`src/rtl/mem_arb_pkg.sv`:
```
// Shared types and helpers for the unified I/D RAM arbiter.
package mem_arb_pkg;

  typedef enum logic [1:0] {
    NONE   = 2'd0,
    IFETCH = 2'd1,
    DLOAD  = 2'd2
  } owner_e;

  localparam int RAM_RD_LAT = 1;
  localparam int MAX_ADDR_W = 64;

  // Byte address to 32-bit word index; callers truncate to the RAM depth.
  function automatic logic [MAX_ADDR_W-1:0] word_idx(input logic [MAX_ADDR_W-1:0] byte_addr);
    return byte_addr >> 2;
  endfunction

endpackage

```
`src/rtl/mem_arbiter_if.sv`:
```
// Bundle of fetch-port, data-port and RAM-side signals around mem_arbiter.
interface mem_arbiter_if #(
  parameter int ADDR_W     = 32,
  parameter int DEPTH_LOG2 = 10
);
  logic                  i_req;
  logic [ADDR_W-1:0]     i_addr;
  logic                  i_kill;
  logic                  i_gnt;
  logic                  i_rvalid;
  logic [31:0]           i_rdata;

  logic                  d_req;
  logic                  d_we;
  logic [3:0]            d_wstrb;
  logic [ADDR_W-1:0]     d_addr;
  logic [31:0]           d_wdata;
  logic                  d_gnt;
  logic                  d_rvalid;
  logic [31:0]           d_rdata;

  logic                  ram_en;
  logic [3:0]            ram_we;
  logic [DEPTH_LOG2-1:0] ram_addr;
  logic [31:0]           ram_wdata;
  logic [31:0]           ram_rdata;

  // Arbiter side.
  modport slave (
    input  i_req, i_addr, i_kill, d_req, d_we, d_wstrb, d_addr, d_wdata, ram_rdata,
    output i_gnt, i_rvalid, i_rdata, d_gnt, d_rvalid, d_rdata,
           ram_en, ram_we, ram_addr, ram_wdata
  );

  // Pipeline + RAM side.
  modport master (
    output i_req, i_addr, i_kill, d_req, d_we, d_wstrb, d_addr, d_wdata, ram_rdata,
    input  i_gnt, i_rvalid, i_rdata, d_gnt, d_rvalid, d_rdata,
           ram_en, ram_we, ram_addr, ram_wdata
  );
endinterface

```
`src/rtl/mem_arb_starve_ctr.sv`:
```
// Counts consecutive contested D grants; raises force_i_o once the streak
// reaches MAX_DSTREAK so the waiting fetch gets one slot.
module mem_arb_starve_ctr #(
  parameter int MAX_DSTREAK = 4
) (
  input  logic clk,
  input  logic rst,
  input  logic i_req_i,
  input  logic i_gnt_i,
  input  logic d_gnt_i,
  output logic force_i_o
);
  localparam int CW = $clog2(MAX_DSTREAK + 1);
  localparam logic [CW-1:0] STREAK_MAX = CW'(MAX_DSTREAK);

  logic [CW-1:0] streak_q, streak_d;

  always_comb begin
    streak_d = streak_q;
    if (i_gnt_i || !i_req_i)
      streak_d = '0;
    else if (d_gnt_i && streak_q != STREAK_MAX)
      streak_d = streak_q + 1'b1;
  end

  always_ff @(posedge clk or posedge rst) begin
    if (rst) streak_q <= '0;
    else     streak_q <= streak_d;
  end

  assign force_i_o = (streak_q == STREAK_MAX);

endmodule

```
`src/rtl/mem_arbiter.sv`:
```
// Single-port RAM arbiter: one access per cycle, D over I, read data steered
// to the issuing port. Define MEM_ARB_FAIR_EN to bound fetch starvation.
module mem_arbiter
  import mem_arb_pkg::*;
#(
  parameter int ADDR_W      = 32,
  parameter int DEPTH_LOG2  = 10,
  parameter int MAX_DSTREAK = 4
) (
  input logic          sys_clk,
  input logic          sys_rst,
  mem_arbiter_if.slave bus
);
  logic              i_gnt, d_gnt, force_i;
  logic [ADDR_W-1:0] gaddr;
  owner_e            rd_owner_q, rd_owner_d;
  logic              kill_q;

`ifdef MEM_ARB_FAIR_EN
  mem_arb_starve_ctr #(.MAX_DSTREAK(MAX_DSTREAK)) u_starve (
    .clk      (sys_clk),
    .rst      (sys_rst),
    .i_req_i  (bus.i_req),
    .i_gnt_i  (i_gnt),
    .d_gnt_i  (d_gnt),
    .force_i_o(force_i)
  );
`else
  localparam int unused_max_dstreak = MAX_DSTREAK;
  assign force_i = 1'b0;
`endif

  assign d_gnt = bus.d_req & ~(bus.i_req & force_i);
  assign i_gnt = bus.i_req & ~d_gnt;
  assign gaddr = d_gnt ? bus.d_addr : bus.i_addr;

  assign bus.i_gnt     = i_gnt;
  assign bus.d_gnt     = d_gnt;
  assign bus.ram_en    = i_gnt | d_gnt;
  assign bus.ram_addr  = DEPTH_LOG2'(word_idx(MAX_ADDR_W'(gaddr)));
  assign bus.ram_we    = (d_gnt && bus.d_we) ? bus.d_wstrb : 4'b0000;
  assign bus.ram_wdata = bus.d_wdata;

  // Stores return nothing, so only fetches and loads claim the next cycle's data.
  always_comb begin
    rd_owner_d = NONE;
    if (i_gnt)                    rd_owner_d = IFETCH;
    else if (d_gnt && !bus.d_we)  rd_owner_d = DLOAD;
  end

  always_ff @(posedge sys_clk or posedge sys_rst) begin
    if (sys_rst) begin
      rd_owner_q <= NONE;
      kill_q     <= 1'b0;
    end else begin
      rd_owner_q <= rd_owner_d;
      kill_q     <= bus.i_kill;
    end
  end

  // A redirect either at issue or during the return squashes the fetch data.
  assign bus.i_rvalid = (rd_owner_q == IFETCH) && !kill_q && !bus.i_kill;
  assign bus.d_rvalid = (rd_owner_q == DLOAD);
  assign bus.i_rdata  = bus.ram_rdata;
  assign bus.d_rdata  = bus.ram_rdata;

endmodule

```
`src/flat_wrapper.sv`:
```
// flat-port wrapper written by rule: the top's interface ports become plain ports
module mem_arbiter_flat import mem_arb_pkg::*;
#(
  parameter int ADDR_W      = 32,
  parameter int DEPTH_LOG2  = 10,
  parameter int MAX_DSTREAK = 4
)
  (sys_clk, sys_rst, bus_i_req, bus_i_addr, bus_i_kill, bus_d_req, bus_d_we, bus_d_wstrb, bus_d_addr, bus_d_wdata, bus_ram_rdata, bus_i_gnt, bus_i_rvalid, bus_i_rdata, bus_d_gnt, bus_d_rvalid, bus_d_rdata, bus_ram_en, bus_ram_we, bus_ram_addr, bus_ram_wdata);
  mem_arbiter_if #(.ADDR_W(ADDR_W), .DEPTH_LOG2(DEPTH_LOG2)) bus_i ();
  input logic sys_clk;
  input logic sys_rst;
  input wire logic [$bits(bus_i.i_req)-1:0] bus_i_req;
  input wire logic [$bits(bus_i.i_addr)-1:0] bus_i_addr;
  input wire logic [$bits(bus_i.i_kill)-1:0] bus_i_kill;
  input wire logic [$bits(bus_i.d_req)-1:0] bus_d_req;
  input wire logic [$bits(bus_i.d_we)-1:0] bus_d_we;
  input wire logic [$bits(bus_i.d_wstrb)-1:0] bus_d_wstrb;
  input wire logic [$bits(bus_i.d_addr)-1:0] bus_d_addr;
  input wire logic [$bits(bus_i.d_wdata)-1:0] bus_d_wdata;
  input wire logic [$bits(bus_i.ram_rdata)-1:0] bus_ram_rdata;
  output wire logic [$bits(bus_i.i_gnt)-1:0] bus_i_gnt;
  output wire logic [$bits(bus_i.i_rvalid)-1:0] bus_i_rvalid;
  output wire logic [$bits(bus_i.i_rdata)-1:0] bus_i_rdata;
  output wire logic [$bits(bus_i.d_gnt)-1:0] bus_d_gnt;
  output wire logic [$bits(bus_i.d_rvalid)-1:0] bus_d_rvalid;
  output wire logic [$bits(bus_i.d_rdata)-1:0] bus_d_rdata;
  output wire logic [$bits(bus_i.ram_en)-1:0] bus_ram_en;
  output wire logic [$bits(bus_i.ram_we)-1:0] bus_ram_we;
  output wire logic [$bits(bus_i.ram_addr)-1:0] bus_ram_addr;
  output wire logic [$bits(bus_i.ram_wdata)-1:0] bus_ram_wdata;
  assign bus_i.i_req = bus_i_req;
  assign bus_i.i_addr = bus_i_addr;
  assign bus_i.i_kill = bus_i_kill;
  assign bus_i.d_req = bus_d_req;
  assign bus_i.d_we = bus_d_we;
  assign bus_i.d_wstrb = bus_d_wstrb;
  assign bus_i.d_addr = bus_d_addr;
  assign bus_i.d_wdata = bus_d_wdata;
  assign bus_i.ram_rdata = bus_ram_rdata;
  assign bus_i_gnt = bus_i.i_gnt;
  assign bus_i_rvalid = bus_i.i_rvalid;
  assign bus_i_rdata = bus_i.i_rdata;
  assign bus_d_gnt = bus_i.d_gnt;
  assign bus_d_rvalid = bus_i.d_rvalid;
  assign bus_d_rdata = bus_i.d_rdata;
  assign bus_ram_en = bus_i.ram_en;
  assign bus_ram_we = bus_i.ram_we;
  assign bus_ram_addr = bus_i.ram_addr;
  assign bus_ram_wdata = bus_i.ram_wdata;
  mem_arbiter #(.ADDR_W(ADDR_W), .DEPTH_LOG2(DEPTH_LOG2), .MAX_DSTREAK(MAX_DSTREAK)) u_core (.sys_clk(sys_clk), .sys_rst(sys_rst), .bus(bus_i));
endmodule
```
`config.mk`:
```
export PLATFORM = sky130hd
export DESIGN_NAME = mem_arbiter_flat
export DESIGN_NICKNAME = d
export VERILOG_FILES = /design/src/rtl/mem_arb_pkg.sv /design/src/rtl/mem_arbiter_if.sv /design/src/rtl/mem_arb_starve_ctr.sv /design/src/rtl/mem_arbiter.sv /design/src/flat_wrapper.sv
export SDC_FILE = /design/constraint.sdc
export NUM_CORES = 1
export LEC_CHECK = 0
export CAP_MARGIN = 20
export CORE_AREA = 2 2 99 101
export CTS_CLUSTER_SIZE = 12
export DETAILED_ROUTE_END_ITERATION = 8
export DIE_AREA = 0 0 101 103
export PLACE_DENSITY = 0.65
export SYNTH_ARGS = -nofsm -noshare
export SYNTH_HDL_FRONTEND = slang
export SYNTH_SLANG_ARGS = --single-unit
```
`constraint.sdc`:
```
create_clock -name sys_clk -period 1.05 [get_ports sys_clk]
set_input_delay 0.21 -clock sys_clk [delete_from_list [all_inputs] [get_ports sys_clk]]
set_output_delay 0.21 -clock sys_clk [all_outputs]
set_load 0.01 [all_outputs]
```
# == After elaboration in Yosys (flattened, before gate mapping) ==
# Cells that the tools add are included.
# word_totals
reg_bits,3
in_bits,138
out_inout_bits,115
wordCells,18
# classes
eq_ne,2
muxes,4
bitwise_logic,3
reduce_logical,7
# ops
cell,n
$mux 12,1
$logic_and 1x1->1,4
$mux 2,2
$mux 4,1
$logic_not 1->1,3
$eq 2x1->1 const B,1
$eq 2x2->1 const B,1
$and 1x1->1,1
$not 1->1,1
$or 1x1->1,1

# == Depth between registers and ports, before layout ==
# logic_depth
word_depth,4
mapped_depth,3
depth_no_buf,1

# == Worst setup path before layout ==
# Ideal clock, no wire load.
# synth_path
kind,reg-to-output
startpoint,register u_core.rd_owner_q[1]
endpoint,output port bus_i_rvalid
t_arrival_ns,0.841
required_time_ns,0.840
setup_slack_ns,-0.001
path_stages_with_launch,2
path_buffers,0
cell_sequence,dfrtp_1 -> nor4b_1
# synth_between
elab_chain_len,3
# synth_rtl
element,line_no,source
"start, declared",mem_arbiter.sv:16,"owner_e rd_owner_q, rd_owner_d;"
"start signal, assigned",mem_arbiter.sv:56,rd_owner_q <= rd_owner_d;
$eq 2x1->1,mem_arbiter.sv:62,assign bus.i_rvalid = (rd_owner_q == IFETCH) && !kill_q && !bus.i_kill;
$logic_and 1x1->1 (2 in a row),mem_arbiter.sv:62,
"end, declared",flat_wrapper.sv:22,output wire logic [$bits(bus_i.i_rvalid)-1:0] bus_i_rvalid;
# Every way passes these cells.

# == Final worst setup path ==
# layout_path
startpoint,register u_core.kill_q
endpoint,output port bus_i_rvalid
# layout_between
elab_chain_len,3
# layout_rtl
element,line_no,source
"start, declared",mem_arbiter.sv:17,logic kill_q;
"start signal, assigned",mem_arbiter.sv:57,kill_q <= bus.i_kill;
$logic_not 1->1,mem_arbiter.sv:62,
$logic_and 1x1->1 (2 in a row),mem_arbiter.sv:62,
# Every way passes these cells.

==> out/results.ini <==
[floorplanning]
die-width_um=101
die_area_um2=10400
num_io_pins=253
initial_core_util_pct=10.79
core-area_um2=9459
rows=36
die_y_um=103

[place]
place_hpwl_um=1249
port_buffers=48
pre_cts_slack_ns=-0.8656
gp_congestion=0.6408
dp.cells=188

[timing]
period_share_pct=117.2
slew_viol_final=0
finalHoldViolations=0
worst_slack_ns=-0.1803
slew_headroom_pct=86.67
setup_violations=11
tightest_slew_ns=0.1994
period_needed_ns=1.230
clock.fmax_mhz=812.8
rsz0062_at_grt=true
fin_hold_ws_ns=0.1648

[routing]
vias=486
via_per_inst=2.467
wl_um=1913
post-route-drc-count=0
firstDrtPassIters=2
drt-initial-drc-count=8
ant_nets=0
routedWlPerCell_um=9.711

[setup_path]
endpoint_kind=output pin
cp_slowest_cell=dfrtp_1
path_class=flip-flop to output pin
arrival_ns=1.02
crit_buf_inv=1
cp_cell_sequence=nor4b_2 -> buf_2
start_kind=flip-flop
slowest_delay_ns=0.36
cp_max_fo=1
critPathRequiredTime_ns=0.84
crit_family=flip-flops

[pwr]
p_per_area_nw_per_um2=734.5
p_leak_nw=0.5371
finalPower_mw=0.8051
p_seq_share_pct=15.5
clkPwrFrac_pct=41.4
p_sw_share_pct=23.20
power.share.combinational_pct=43.1
p_switching_mw=0.1868
p_int_mw=0.6183
ir_drop_mv=0.2063

[clock_tree]
htreeDepth=1
cts_buffer_depth=2
cts_tree=built
holdBufCountCts=0
root_buffer=clkbuf_8
cts_made_buffers=3
cts_sinks=3
clkTransAtPathRegs_ns=0.03

[layout]
layout_commonest_cell=dlygate4sd2_1
fillCellCount=1088
layout-drive-gt1-share_pct=54.22
syn_to_final_growth_pct=7.353
layout.nets=222
final_cell_mix=dlygate4sd2_1 (24), buf_6 (14), mux2_4 (10)
stdcell_count=197
diodes=0
final_core_util_pct=11.59

[logic_synthesis]
yosysWarnings=0
yosys_register_bits=3
ys_seq_area_share_pct=7.353
syn-num-nets=260
ys_types=13
synthesis.area_um2=1021
synthCells=122
syn_area_per_cell_um2=8.369

[global_route]
grt-ovfl-total=0
grt_pass1_vias=493
grt_max_degree=6
grt_pass1_wl_um=2442
grt_use_total_pct=3.097
antenna_found_initial=0

[run]
drv_cap=0

[run_status]
violations=negative setup slack
outcome=complete, but fails checks

[min_path]
hold_class=input pin to asynchronous set/reset pin

==> final timing paths <==
check / startpoint / cells after the start / slack (ns) / endpoint
setup / recovery: u_core.kill_q$_DFF_PP0_ / 2 / -0.18 / bus_i_rvalid
hold / removal: sys_rst / 2 / 0.16 / u_core.rd_owner_q[0]$_DFF_PP0_
max in group asynchronous: sys_rst / 2 / 0.75 / u_core.kill_q$_DFF_PP0_
min in group sys_clk: bus_i_kill / 2 / 0.38 / u_core.kill_q$_DFF_PP0_
==> metrics by stage <==
step / TNS (ns) / cell area (um2)
2_1_floorplan: 0 / 1027
3_3_place_gp: -14.50 / 930.9
3_5_place_dp: -14.60 / 930.9
4_1_cts: -1.172 / 1102
5_1_grt: -0.8346 / 1096
6_report: -0.6086 / 1096
==> area by class of cell <==
| cell class | instances | area (um2) | area share (%) |
|---|---|---|---|
| inverters | 1 | 3.754 | 0.3425 |
| repair buffers | 56 | 593.1 | 54.11 |
| well taps | 114 | 142.6 | 13.01 |
| clock buffers | 4 | 45.04 | 4.110 |
| multi-input cells | 19 | 236.5 | 21.58 |
| flip-flops and latches | 3 | 75.07 | 6.849 |
==> flip-flops by register name (all words and copies together) (netlist names) <==
| register | count |
|---|---|
| u_core.kill_q | 1 |
| u_core.rd_owner_q | 2 |
==> synth_stat cells <==
master / instances / area (um2)
inv_1: 1 / 3.750
nor4b_1: 1 / 8.760
and3_2: 3 / 22.52
buf_8: 1 / 15.01
and3_1: 1 / 6.260
buf_6: 1 / 11.26
mux2_4: 3 / 45.04
dfrtp_1: 3 / 75.07
buf_4: 97 / 728.2
nor2b_1: 2 / 12.51
mux2_2: 7 / 78.83
and2b_1: 1 / 7.510
or2_1: 1 / 6.260
==> cell families (layout without fill, tap and decap cells) <==
logic type | count (synthesis) | in the layout | synth area share (%)
buffers and inverters | 100 | 61 | 74.26
AND/OR/NAND/NOR | 9 | 9 | 6.251
multiplexers | 10 | 10 | 12.13
flip-flops | 3 | 3 | 7.353
==> per-layer routing <==
metal  global-route usage, %  vias up  wire (um)
li1                        -      206          -
met1                   3.351      225        709
met2                   4.667       43        872
met3                   1.559       12        276
met4                   2.287        0         54
met5                       0        -          0
==> power by group through the flow <==
stage               logic (mW)  clock network [mW]  registers (mW)
global placement         0.306                   0           0.126
finish                   0.347               0.333           0.125
detailed placement       0.305                   0           0.126
CTS                      0.360               0.340           0.125
floorplan                0.478                   0           0.126
global route             0.370               0.358           0.125
==> timing repair <==
item,CTS,global route
buffers inserted,3,0
pin swaps,3,3
resized for setup,130,7
gates cloned,3,0
endpoints found under the setup margin,19,15
Note: power is estimated with default switching activity, not from simulation.
